### config.mk
export PLATFORM = sky130hd
export DESIGN_NAME = alu_acc_sequencer
export DESIGN_NICKNAME = d
export VERILOG_FILES = /design/src/rtl/alu_acc_sequencer.sv
export SDC_FILE = /design/constraint.sdc
export NUM_CORES = 1
export LEC_CHECK = 0
export CELL_PAD_IN_SITES_DETAIL_PLACEMENT = 1
export CELL_PAD_IN_SITES_GLOBAL_PLACEMENT = 1
export CORE_MARGIN = 10
export CORE_UTILIZATION = 36
export CTS_BUF_LIST = sky130_fd_sc_hd__clkbuf_4 sky130_fd_sc_hd__clkbuf_8 sky130_fd_sc_hd__clkbuf_16
export CTS_CLUSTER_DIAMETER = 80
export DETAILED_ROUTE_END_ITERATION = 8
export GPL_ROUTABILITY_DRIVEN = 0
export PLACE_DENSITY_LB_ADDON = 0.2
export SETUP_SLACK_MARGIN = 0.15
export SLEW_MARGIN = 0
export SYNTH_ARGS = -nofsm -noshare
export SYNTH_HDL_FRONTEND = slang
export SYNTH_SLANG_ARGS = --single-unit
### constraint.sdc
create_clock -name clk -period 5.7 [get_ports clk]
set_input_delay 1.71 -clock clk [delete_from_list [all_inputs] [get_ports clk]]
set_output_delay 1.71 -clock clk [all_outputs]
set_load 0.01 [all_outputs]
### src/rtl/alu_acc_sequencer.sv
// Micro-sequencer for the 16-bit ALU+accumulator datapath: takes one command per
// valid/ready handshake and expands it into single-cycle ALU control words.
module alu_acc_sequencer #(
  parameter int unsigned W       = 16,
  parameter int unsigned K_WIDTH = 8,
  parameter logic [9:0]  CW_HOLD = 10'h000,
  parameter logic [9:0]  CW_LOAD = 10'h001,
  parameter logic [9:0]  CW_ADD  = 10'h002,
  parameter logic [9:0]  CW_SUB  = 10'h004,
  parameter logic [9:0]  CW_SHL  = 10'h040,
  parameter logic [9:0]  CW_SHR  = 10'h080
) (
  input  logic               clk,
  input  logic               rst_n,
  input  logic               cmd_valid,
  output logic               cmd_ready,
  input  logic [2:0]         cmd_op,
  input  logic [W-1:0]       cmd_operand,
  input  logic [3:0]         cmd_count,
  input  logic [K_WIDTH-1:0] cmd_k,
  output logic [9:0]         ctrl_word,
  output logic [W-1:0]       br_out,
  input  logic [3:0]         flags_in,
  output logic               done,
  output logic [3:0]         flags_out,
  output logic               cmd_err
);

  localparam int unsigned BitW = (K_WIDTH > 1) ? $clog2(K_WIDTH) : 1;

  localparam logic [2:0] StIdle  = 3'd0;
  localparam logic [2:0] StExec  = 3'd1;
  localparam logic [2:0] StShift = 3'd2;
  localparam logic [2:0] StClr   = 3'd3;
  localparam logic [2:0] StMshl  = 3'd4;
  localparam logic [2:0] StMadd  = 3'd5;
  localparam logic [2:0] StDone  = 3'd6;

  logic [2:0]         state_q, state_d;
  logic [2:0]         op_q, op_d;
  logic [W-1:0]       operand_q, operand_d;
  logic [3:0]         cnt_q, cnt_d;
  logic [K_WIDTH-1:0] k_q, k_d;
  logic [BitW-1:0]    bit_q, bit_d;
  logic [3:0]         flags_q, flags_d;

  always_comb begin
    state_d   = state_q;
    op_d      = op_q;
    operand_d = operand_q;
    cnt_d     = cnt_q;
    k_d       = k_q;
    bit_d     = bit_q;
    flags_d   = flags_q;
    case (state_q)
      StIdle: begin
        if (cmd_valid) begin
          op_d      = cmd_op;
          operand_d = cmd_operand;
          cnt_d     = cmd_count;
          k_d       = cmd_k;
          bit_d     = BitW'(K_WIDTH - 1);
          case (cmd_op)
            3'd1, 3'd2, 3'd3: state_d = StExec;
            3'd4, 3'd5:       state_d = (cmd_count == 4'd0) ? StDone : StShift;
            3'd6:             state_d = StClr;
            default:          state_d = StDone;  // NOP and reserved op: no ALU cycle
          endcase
        end
      end
      StExec: state_d = StDone;
      StShift: begin
        cnt_d = cnt_q - 4'd1;
        if (cnt_q == 4'd1) state_d = StDone;
      end
      StClr:  state_d = StMshl;
      StMshl: state_d = StMadd;
      StMadd: begin
        if (bit_q == '0) begin
          state_d = StDone;
        end else begin
          bit_d   = bit_q - BitW'(1);
          state_d = StMshl;
        end
      end
      StDone: begin
        flags_d = flags_in;
        state_d = StIdle;
      end
      default: state_d = StIdle;
    endcase
  end

  always_ff @(posedge clk or negedge rst_n) begin
    if (!rst_n) begin
      state_q   <= StIdle;
      op_q      <= '0;
      operand_q <= '0;
      cnt_q     <= '0;
      k_q       <= '0;
      bit_q     <= '0;
      flags_q   <= '0;
    end else begin
      state_q   <= state_d;
      op_q      <= op_d;
      operand_q <= operand_d;
      cnt_q     <= cnt_d;
      k_q       <= k_d;
      bit_q     <= bit_d;
      flags_q   <= flags_d;
    end
  end

  // Moore decode: the word driven here lands in ACC at the closing edge.
  always_comb begin
    ctrl_word = CW_HOLD;
    br_out    = '0;
    case (state_q)
      StExec: begin
        br_out = operand_q;
        case (op_q)
          3'd1:    ctrl_word = CW_LOAD;
          3'd2:    ctrl_word = CW_ADD;
          3'd3:    ctrl_word = CW_SUB;
          default: ctrl_word = CW_HOLD;
        endcase
      end
      StShift: ctrl_word = (op_q == 3'd4) ? CW_SHL : CW_SHR;
      StClr:   ctrl_word = CW_LOAD;
      StMshl:  ctrl_word = CW_SHL;
      StMadd: begin
        if (k_q[bit_q]) begin
          ctrl_word = CW_ADD;
          br_out    = operand_q;
        end
      end
      default: ctrl_word = CW_HOLD;
    endcase
  end

  assign cmd_ready = (state_q == StIdle);
  assign done      = (state_q == StDone);
  assign cmd_err   = (state_q == StDone) && (op_q == 3'd7);
  assign flags_out = flags_q;

endmodule

== Word-level counts from Yosys, hierarchy flattened ==
Index checks and enable logic that the tools add are counted.

* Output and inout bits: 33
* Word-level logic and storage cells: 62
* Register bits after elaboration: 41

* Equal/unequal tests: 21
* Add/sub/neg operators: 2
* Mux-type cells: 19
* Order comparisons: 1
* Reductions and logical operators: 12

{| class="wikitable"
|+ Operators by type and width
! operator !! count
|-
| 10-bit one-hot mux with 5 select lines || 1
|-
| 16-bit one-hot mux with 2 select lines || 1
|-
| 3-bit == test (second input constant) || 8
|-
| 3-bit by 2-bit == test with 1-bit output (second input constant) || 6
|-
| 3-bit one-hot mux with 3 select lines || 2
|-
| 3-bit one-hot mux with 6 select lines || 1
|-
| 16-bit 2-to-1 mux || 1
|-
| 3-bit 2-to-1 mux || 5
|-
| 3-bit by 1-bit == test with 1-bit output (second input constant) || 3
|-
| 8-bit 2-to-1 mux || 1
|-
| 4-bit one-hot mux with 2 select lines || 1
|-
| 3-bit zero test || 2
|-
| 2-bit != test (second input constant) || 3
|-
| 3-bit one-hot mux with 2 select lines || 1
|-
| 2-bit AND reduction || 3
|-
| 4-bit by 1-bit == test with 1-bit output (second input constant) || 1
|-
| 4-bit zero test || 1
|-
| 3-bit by 4-bit < comparator with 1-bit output (second input constant) || 1
|-
| 2-bit 2-to-1 mux || 2
|-
| 4-bit 2-to-1 mux || 1
|-
| 2-bit nonzero test || 2
|-
| 4-bit by 1-bit subtractor with 4-bit output (second input constant) || 1
|-
| 1-bit binary-select mux with 3-bit select || 1
|-
| 3-bit AND reduction || 1
|-
| other kinds (5) || 5
|}

== Logic depth before layout (Yosys ltp) ==
Gate-level depths: netlist of run 1.

* Depth after elaboration: 5
* Gate-level depth with buffers: 7
* Depth with buffers taken out: 6

== Worst setup path before layout of run 1 ==
OpenSTA, ideal clock, no wires.

* Kind: register to output
* Start: register bit_q[0]
* End: output port br_out[0]
* Setup slack: 2439 ps
* Cell stages (with the launch flop): 7
* Path buffers: 2
* Arrival: 1551 ps
* Path through: dfrtp_1 > buf_6 > mux2_4 > or3_4 > a41oi_4 > buf_6 > nor2_1

* Cells in the longest elaborated chain, start to end: 4

{| class="wikitable"
|+ Ends and longest elaborated chain
! element !! RTL line !! text
|-
| from (decl) || 44 || <nowiki>logic [BitW-1:0] bit_q, bit_d;</nowiki>
|-
| from (signal assigned) || 109 || <nowiki>bit_q <= bit_d;</nowiki>
|-
| 1-bit binary-select mux with 3-bit select || 132 || <nowiki>if (k_q[bit_q]) begin</nowiki>
|-
| 1-bit 2-to-1 mux (not written as such) || 132 ||
|-
| 16-bit 2-to-1 mux || 132 ||
|-
| 16-bit one-hot mux with 2 select lines || 118 || <nowiki>case (state_q)</nowiki>
|-
| to (decl) || 22 || <nowiki>output logic [W-1:0] br_out,</nowiki>
|}

No other way between the ends. The select of a mux whose other input is x is not followed.

== Worst setup path after layout of run 1 ==
* Start: register bit_q[0]
* End: output port br_out[5]

Same word-level chain as after synthesis.

==> results of run 1 <==
==> final cells by class <==
type / count / area (sq um)
clock buffer: 7 / 90.1
fill: 698 / 2940
inverter: 9 / 33.8
multi-input combinational: 194 / 1010
sequential: 41 / 1030
tap: 75 / 93.8
timing repair buffer: 67 / 661
==> worst max-delay path: cells and delay by family (launching register included) <==
kind	cells	cell delay, ps
AO/OA/AOI/OAI	1	390
buffers and inverters	1	510
flip-flops	1	520
multiplexers	1	330
AND/OR/NAND/NOR	2	470
==> synth_stat cells <==
cell | n | area share
nand2_1 | 103 | 0.18
dfrtp_1 | 41 | 0.48
nor2_1 | 25 | 0.044
clkbuf_1 | 10 | 0.017
inv_1 | 9 | 0.016
buf_4 | 6 | 0.021
mux2_2 | 5 | 0.026
nand3_1 | 5 | 0.012
nor3b_1 | 5 | 0.017
o21ai_0 | 5 | 0.012
ha_1 | 4 | 0.023
mux2i_1 | 4 | 0.019
nor3_1 | 4 | 0.0093
a21oi_1 | 3 | 0.0070
buf_6 | 2 | 0.010
nand3b_1 | 2 | 0.0070
nor2b_1 | 2 | 0.0058
nor4_1 | 2 | 0.0058
o211ai_1 | 2 | 0.0070
o22ai_1 | 2 | 0.0058
a211o_1 | 1 | 0.0041
a211oi_1 | 1 | 0.0035
a221o_1 | 1 | 0.0047
a221oi_1 | 1 | 0.0041
a22oi_1 | 1 | 0.0035
a32oi_1 | 1 | 0.0041
a41oi_4 | 1 | 0.013
conb_1 | 1 | 0.0017
mux2_4 | 1 | 0.0070
nand2b_1 | 1 | 0.0029
nand4_1 | 1 | 0.0029
nor4b_2 | 1 | 0.0070
o311ai_0 | 1 | 0.0041
or3_1 | 1 | 0.0029
or3_4 | 1 | 0.0052
or3b_2 | 1 | 0.0041
or4b_2 | 1 | 0.0047
==> path summary, 6_finish.rpt <==
| check | start | to | slack [ps] | cells past startpoint |
|---|---|---|---|---|
| max in group asynchronous | rst_n | operand_q[11] | 3560 | 1 |
| min in group asynchronous | rst_n | k_q[0] | 1550 | 1 |
| worst max register to register | state_q[1] | cnt_q[2] | 3530 | 4 |
| worst min-delay path | operand_q[9] | operand_q[9] | 480 | 2 |
| worst min register to register | operand_q[9] | operand_q[9] | 480 | 2 |
| worst max-delay path | bit_q[0] | br_out[5] | 1470 | 5 |
==> stage by stage <==
step	hold slack (ps)	utilization	instance area (sq um)
detailed placement	466	0.483	2830
CTS	486	0.498	2920
global placement	459	0.483	2830
finish	479	0.498	2920
floorplan	445	-	2170
global route	511	0.498	2920
==> routing by layer <==
metal,up-vias,track usage,share of wire
met3,2,0.0341,0.045
li1,943,-,-
met5,-,0,0
met2,46,0.240,0.52
met4,0,0.0336,0.0075
met1,936,0.143,0.43
==> sequential cells by signal, indices dropped and copies added, names as in the netlist <==
name,flops
bit_q,3
cnt_q,4
flags_out,4
k_q,8
op_q,3
operand_q,16
state_q,3
==> kinds of logic (layout without fill, tap and decap cells) <==
| group | Yosys count | in the layout | share of synthesized area |
|---|---|---|---|
| and+or+nand+nor | 155 | 155 | 0.310 |
| DFF | 41 | 41 | 0.477 |
| buffers and inverters | 27 | 83 | 0.0645 |
| AOI/OAI and AO/OA | 20 | 20 | 0.0721 |
| muxes | 10 | 10 | 0.0517 |
| adders and majority gates | 4 | 4 | 0.0233 |
| other | 1 | 5 | 0.00174 |
==> power groups by stage <==
stage	Clock, uW	Sequential (uW)	Combinational (uW)
global route	215	585	744
global placement	0	555	652
floorplan	0	510	455
finish	198	560	659
detailed placement	0	564	673
CTS	203	559	676
==> results.sh, run 1 <==
export IMPL_p_seq_frac=0.395
export IMPL_status="finished, final reports clean"
export IMPL_wl_mm=6.14
export IMPL_crit_path_end_kind="output port"
export IMPL_power_density_mw_per_mm2=486
export IMPL_cts_htree_levels=2
export IMPL_syn_area_sq_mm=0.00215
export IMPL_fin_crit_ps=4230
export IMPL_cts_tree="yes"
export IMPL_ant_nets=0
export IMPL_wl_per_cell_um=15.6
export IMPL_comb_power_share=0.465
export IMPL_portBuffers=65
export IMPL_clockRootBuffer="clkbuf_8"
export IMPL_core_area_sq_mm=0.00585
export IMPL_grt_max_degree=42
export IMPL_area_growth_pct=35.5
export IMPL_die_area_sq_mm=0.00947
export IMPL_clock_power_share=0.140
export IMPL_synth_seq_cells=41
export IMPL_clk_pin_slew_ps=80
export IMPL_total_power_uw=1420
export IMPL_antenna_found_initial=0
export IMPL_cts_resized=0
export IMPL_cts_buffers_inserted=5
export IMPL_preCtsSetupSlack_ps=1770
export IMPL_ys_warn_count=0
export IMPL_tightest_slew_ps=1070
export IMPL_insertion_delay_ps=290
export IMPL_path_class="flop to output port"
export IMPL_fin_cells=393
export IMPL_final_cell_mix="nand2_1 (103), clkdlybuf4s50_1 (64), dfrtp_1 (41)"
export IMPL_die_w_um=97.3
export IMPL_setup_worst_path_start_class="flop"
export IMPL_ir_drop_v=0.000218
export IMPL_grt_usage=0.130
export IMPL_post_cts_buffers=0
export IMPL_cp_required_ps=3990
export IMPL_overflow=0
export IMPL_fin_tns_setup_ps=0
export IMPL_start_util=0.368
export IMPL_first_global_vias=2175
export IMPL_crit_path_cell_trace="mux2_4 -> or3_4 -> a41oi_4 -> nor2_1 -> clkdlybuf4s50_1"
export IMPL_layout_commonest_cell="nand2_1"
export IMPL_p_switching_uw=566
export IMPL_dp_cells=386
export IMPL_yosysSeqAreaShare=0.477
export IMPL_fin_crit_sh=0.742
export IMPL_worstPathArrival_ps=2520
export IMPL_slowest_delay_ps=520
export IMPL_syn_area_per_cell_sq_um=8.34
export IMPL_via_count=1927
export IMPL_dp_hpwl_mm=4.49
export IMPL_cap_violations=0
export IMPL_slew_viol_final=0
export IMPL_initialDrtViolationCount=57
export IMPL_setup_viol=0
export IMPL_cts_buffer_depth=2
export IMPL_synth_distinct_cells=37
export IMPL_diodes=0
export IMPL_dr_pass1_iters=4
export IMPL_p_leak_uw=0.00134
export IMPL_grt_pass1_wl_mm=10.5
export IMPL_die_height_um=97.3
export IMPL_layout_setup_ws_ps=1470
export IMPL_postCtsHoldBufs=0
export IMPL_num_rows=28
export IMPL_avgViaCountPerCell=4.90
export IMPL_netlist_instances=258
export IMPL_p_int_uw=851
export IMPL_min_path_type="flop to flop"
export IMPL_max_freq_ghz=0.237
export IMPL_num_io_pins=71
export IMPL_critPathSlowestCell="dfrtp_1"
export IMPL_critPathMaxFanout=16
export IMPL_fin_nets=360
export IMPL_finalHoldViolCount=0
export IMPL_drc_errors=0
export IMPL_drive_gt1_frac=0.0660
export IMPL_switching_share=0.399
export IMPL_rsz0062_at_grt="false"
export IMPL_clkSinkCount=41
export IMPL_fin_skew_ps=2.86
export IMPL_maxSlewHeadroom=0.285
No activity file was read; power rests on OpenSTA's default activity.
==> run 2: changes to the inputs <==
Settings changed: CORE_UTILIZATION 36 to 33.
Clock period 5.7 ns to 4.2 ns, I/O delays scaled along.
==> run 2 against run 1 <==
  * Global-route usage shrank 0.60 points
  * Sequential share of layout area fell by 0.21 points
  * Register-to-register slack worse by 1500 ps
  * Total power is 36% higher
  * Sequential power is 35% higher
  * Clock power is 37% higher
  * Critical path type unchanged
==> results.sh, run 2 (same netlist as run 1, synthesis figures left out) <==
export IMPL_status="finished, final reports clean"
export IMPL_nFillCells=783
export IMPL_crit_path_end_kind="output port"
export IMPL_crit_path_cell_trace="mux2_4 -> or3_4 -> a41oi_4 -> nor2_1 -> clkdlybuf4s50_1"
export IMPL_drc_errors=0
export IMPL_die_w_um=101
export IMPL_drive_gt1_frac=0.0719
export IMPL_final_cell_mix="nand2_1 (103), clkdlybuf4s50_1 (64), dfrtp_1 (41)"
export IMPL_preCtsSetupSlack_ps=697
export IMPL_initialDrtViolationCount=65
export IMPL_ir_drop_v=0.000250
export IMPL_dr_pass1_iters=4
export IMPL_diodes=0
export IMPL_fin_tns_setup_ps=0
export IMPL_grt_max_degree=42
export IMPL_cp_buffers_inverters=1
export IMPL_clk_pin_slew_ps=80
export IMPL_fin_crit_sh=0.897
export IMPL_postCtsHoldBufs=0
export IMPL_finalHoldViolCount=0
export IMPL_area_growth_pct=36.3
export IMPL_grt_pass1_wl_mm=10.3
export IMPL_avgViaCountPerCell=4.86
export IMPL_ant_nets=0
export IMPL_first_global_vias=2135
export IMPL_cts_resized=0
export IMPL_num_io_pins=71
export IMPL_portBuffers=65
export IMPL_reg_largest_list="operand_q x16, k_q x8"
export IMPL_path_class="flop to output port"
export IMPL_die_area_sq_mm=0.0102
export IMPL_whs_path_depth=2
export IMPL_largest_reg_flops=16
export IMPL_critPathMaxFanout=16
export IMPL_p_leak_uw=0.00135
export IMPL_critPathTopFamily="flip-flops"
export IMPL_layout_commonest_cell="nand2_1"
export IMPL_grt_usage=0.124
export IMPL_setup_worst_path_start_class="flop"
export IMPL_clockRootBuffer="clkbuf_8"
export IMPL_cap_violations=0
export IMPL_wl_mm=6.25
export IMPL_path_depth=5
export IMPL_tightest_slew_ps=965
export IMPL_via_count=1931
export IMPL_cts_buffer_depth=2
export IMPL_wl_per_cell_um=15.8
export IMPL_cts_buffers_inserted=5
export IMPL_cts_htree_levels=2
export IMPL_maxSlewHeadroom=0.357
export IMPL_critPathSlowestCell="dfrtp_1"
export IMPL_die_height_um=101
export IMPL_post_cts_buffers=0
export IMPL_rsz0062_at_grt="false"
export IMPL_cts_tree="yes"
export IMPL_fin_nets=362
export IMPL_fin_crit_ps=3770
export IMPL_slew_viol_final=0
export IMPL_dp_hpwl_mm=4.71
export IMPL_clkSinkCount=41
export IMPL_overflow=0
export IMPL_antenna_found_initial=0
export IMPL_rr_worst_depth=5
export IMPL_cp_required_ps=2940
export IMPL_slowest_delay_ps=520
export IMPL_core_area_sq_mm=0.00635
export IMPL_insertion_delay_ps=290
export IMPL_max_freq_ghz=0.265
export IMPL_layout_setup_ws_ps=433
export IMPL_num_rows=29
export IMPL_worstPathArrival_ps=2510
export IMPL_power_density_mw_per_mm2=658
export IMPL_fin_skew_ps=8.88
export IMPL_top_register="operand_q"
export IMPL_start_util=0.339
export IMPL_min_path_type="flop to flop"
export IMPL_setup_viol=0
==> run 2: cell count changes in the layout (fill, tap and decap cells not counted) <==
cell,previous run,this run
buf_4,2,4
==> run 2: worst min-delay path, stage by stage, from the launching register on <==
cell and delay (ps):
dfrtp_1 350, nand2_1 50, nand2_1 60
==> run 2: layout make-up <==
| cell class | count | area, sq um | area share |
|---|---|---|---|
| multi-input combinational | 194 | 1010 | 0.345 |
| tap | 77 | 96.3 | 0.0328 |
| timing repair buffer | 69 | 676 | 0.230 |
| clock buffer | 7 | 90.1 | 0.0307 |
| inverter | 9 | 33.8 | 0.0115 |
| sequential | 41 | 1030 | 0.350 |
==> run 2: metal layers <==
metal	wire [um]	vias up	track usage	share of wire
met5	0	-	0	0
met4	69	0	0.0424	0.011
met3	348	5	0.0288	0.056
met2	3110	41	0.217	0.50
met1	2730	934	0.144	0.44
li1	-	951	-	-
==> run 2: worst paths after layout <==
check                        startpoint       endpoint  slack [ps]
setup / recovery               bit_q[0]      br_out[5]         430
hold / removal             operand_q[4]   operand_q[4]         480
setup reg to reg             state_q[1]   operand_q[8]        2040
hold reg to reg            operand_q[4]   operand_q[4]         480
max in group asynchronous         rst_n  operand_q[13]        2480
min in group asynchronous         rst_n       cnt_q[3]        1120
==> run 2: through the flow <==
stage / hold WS (ps) / total power, uW / util / std cells / area [sq um]
3_5_place_dp: 462 / 1690 / 0.448 / 390 / 2840
5_1_grt: 506 / 2110 / 0.462 / 397 / 2930
2_1_floorplan: 445 / 1310 / - / 262 / 2170
4_1_cts: 484 / 1970 / 0.462 / 397 / 2930
3_3_place_gp: 457 / 1650 / 0.448 / 390 / 2840
6_report: 480 / 1930 / 0.462 / 397 / 2930
==> run 2: power breakdown <==
| part | internal, uW | switching (uW) | leakage (uW) | total [uW] |
|---|---|---|---|---|
| logic | 444 | 460 | 0.000801 | 904 |
| clock network | 137 | 134 | 0.0000477 | 271 |
| registers | 578 | 178 | 0.000504 | 756 |
==> run 3: changes to the inputs <==
Settings changed: SKIP_CTS_REPAIR_TIMING set to 1.
==> results of run 3 <==
No change in the layout: final DEF, timing and power equal those of run 2.
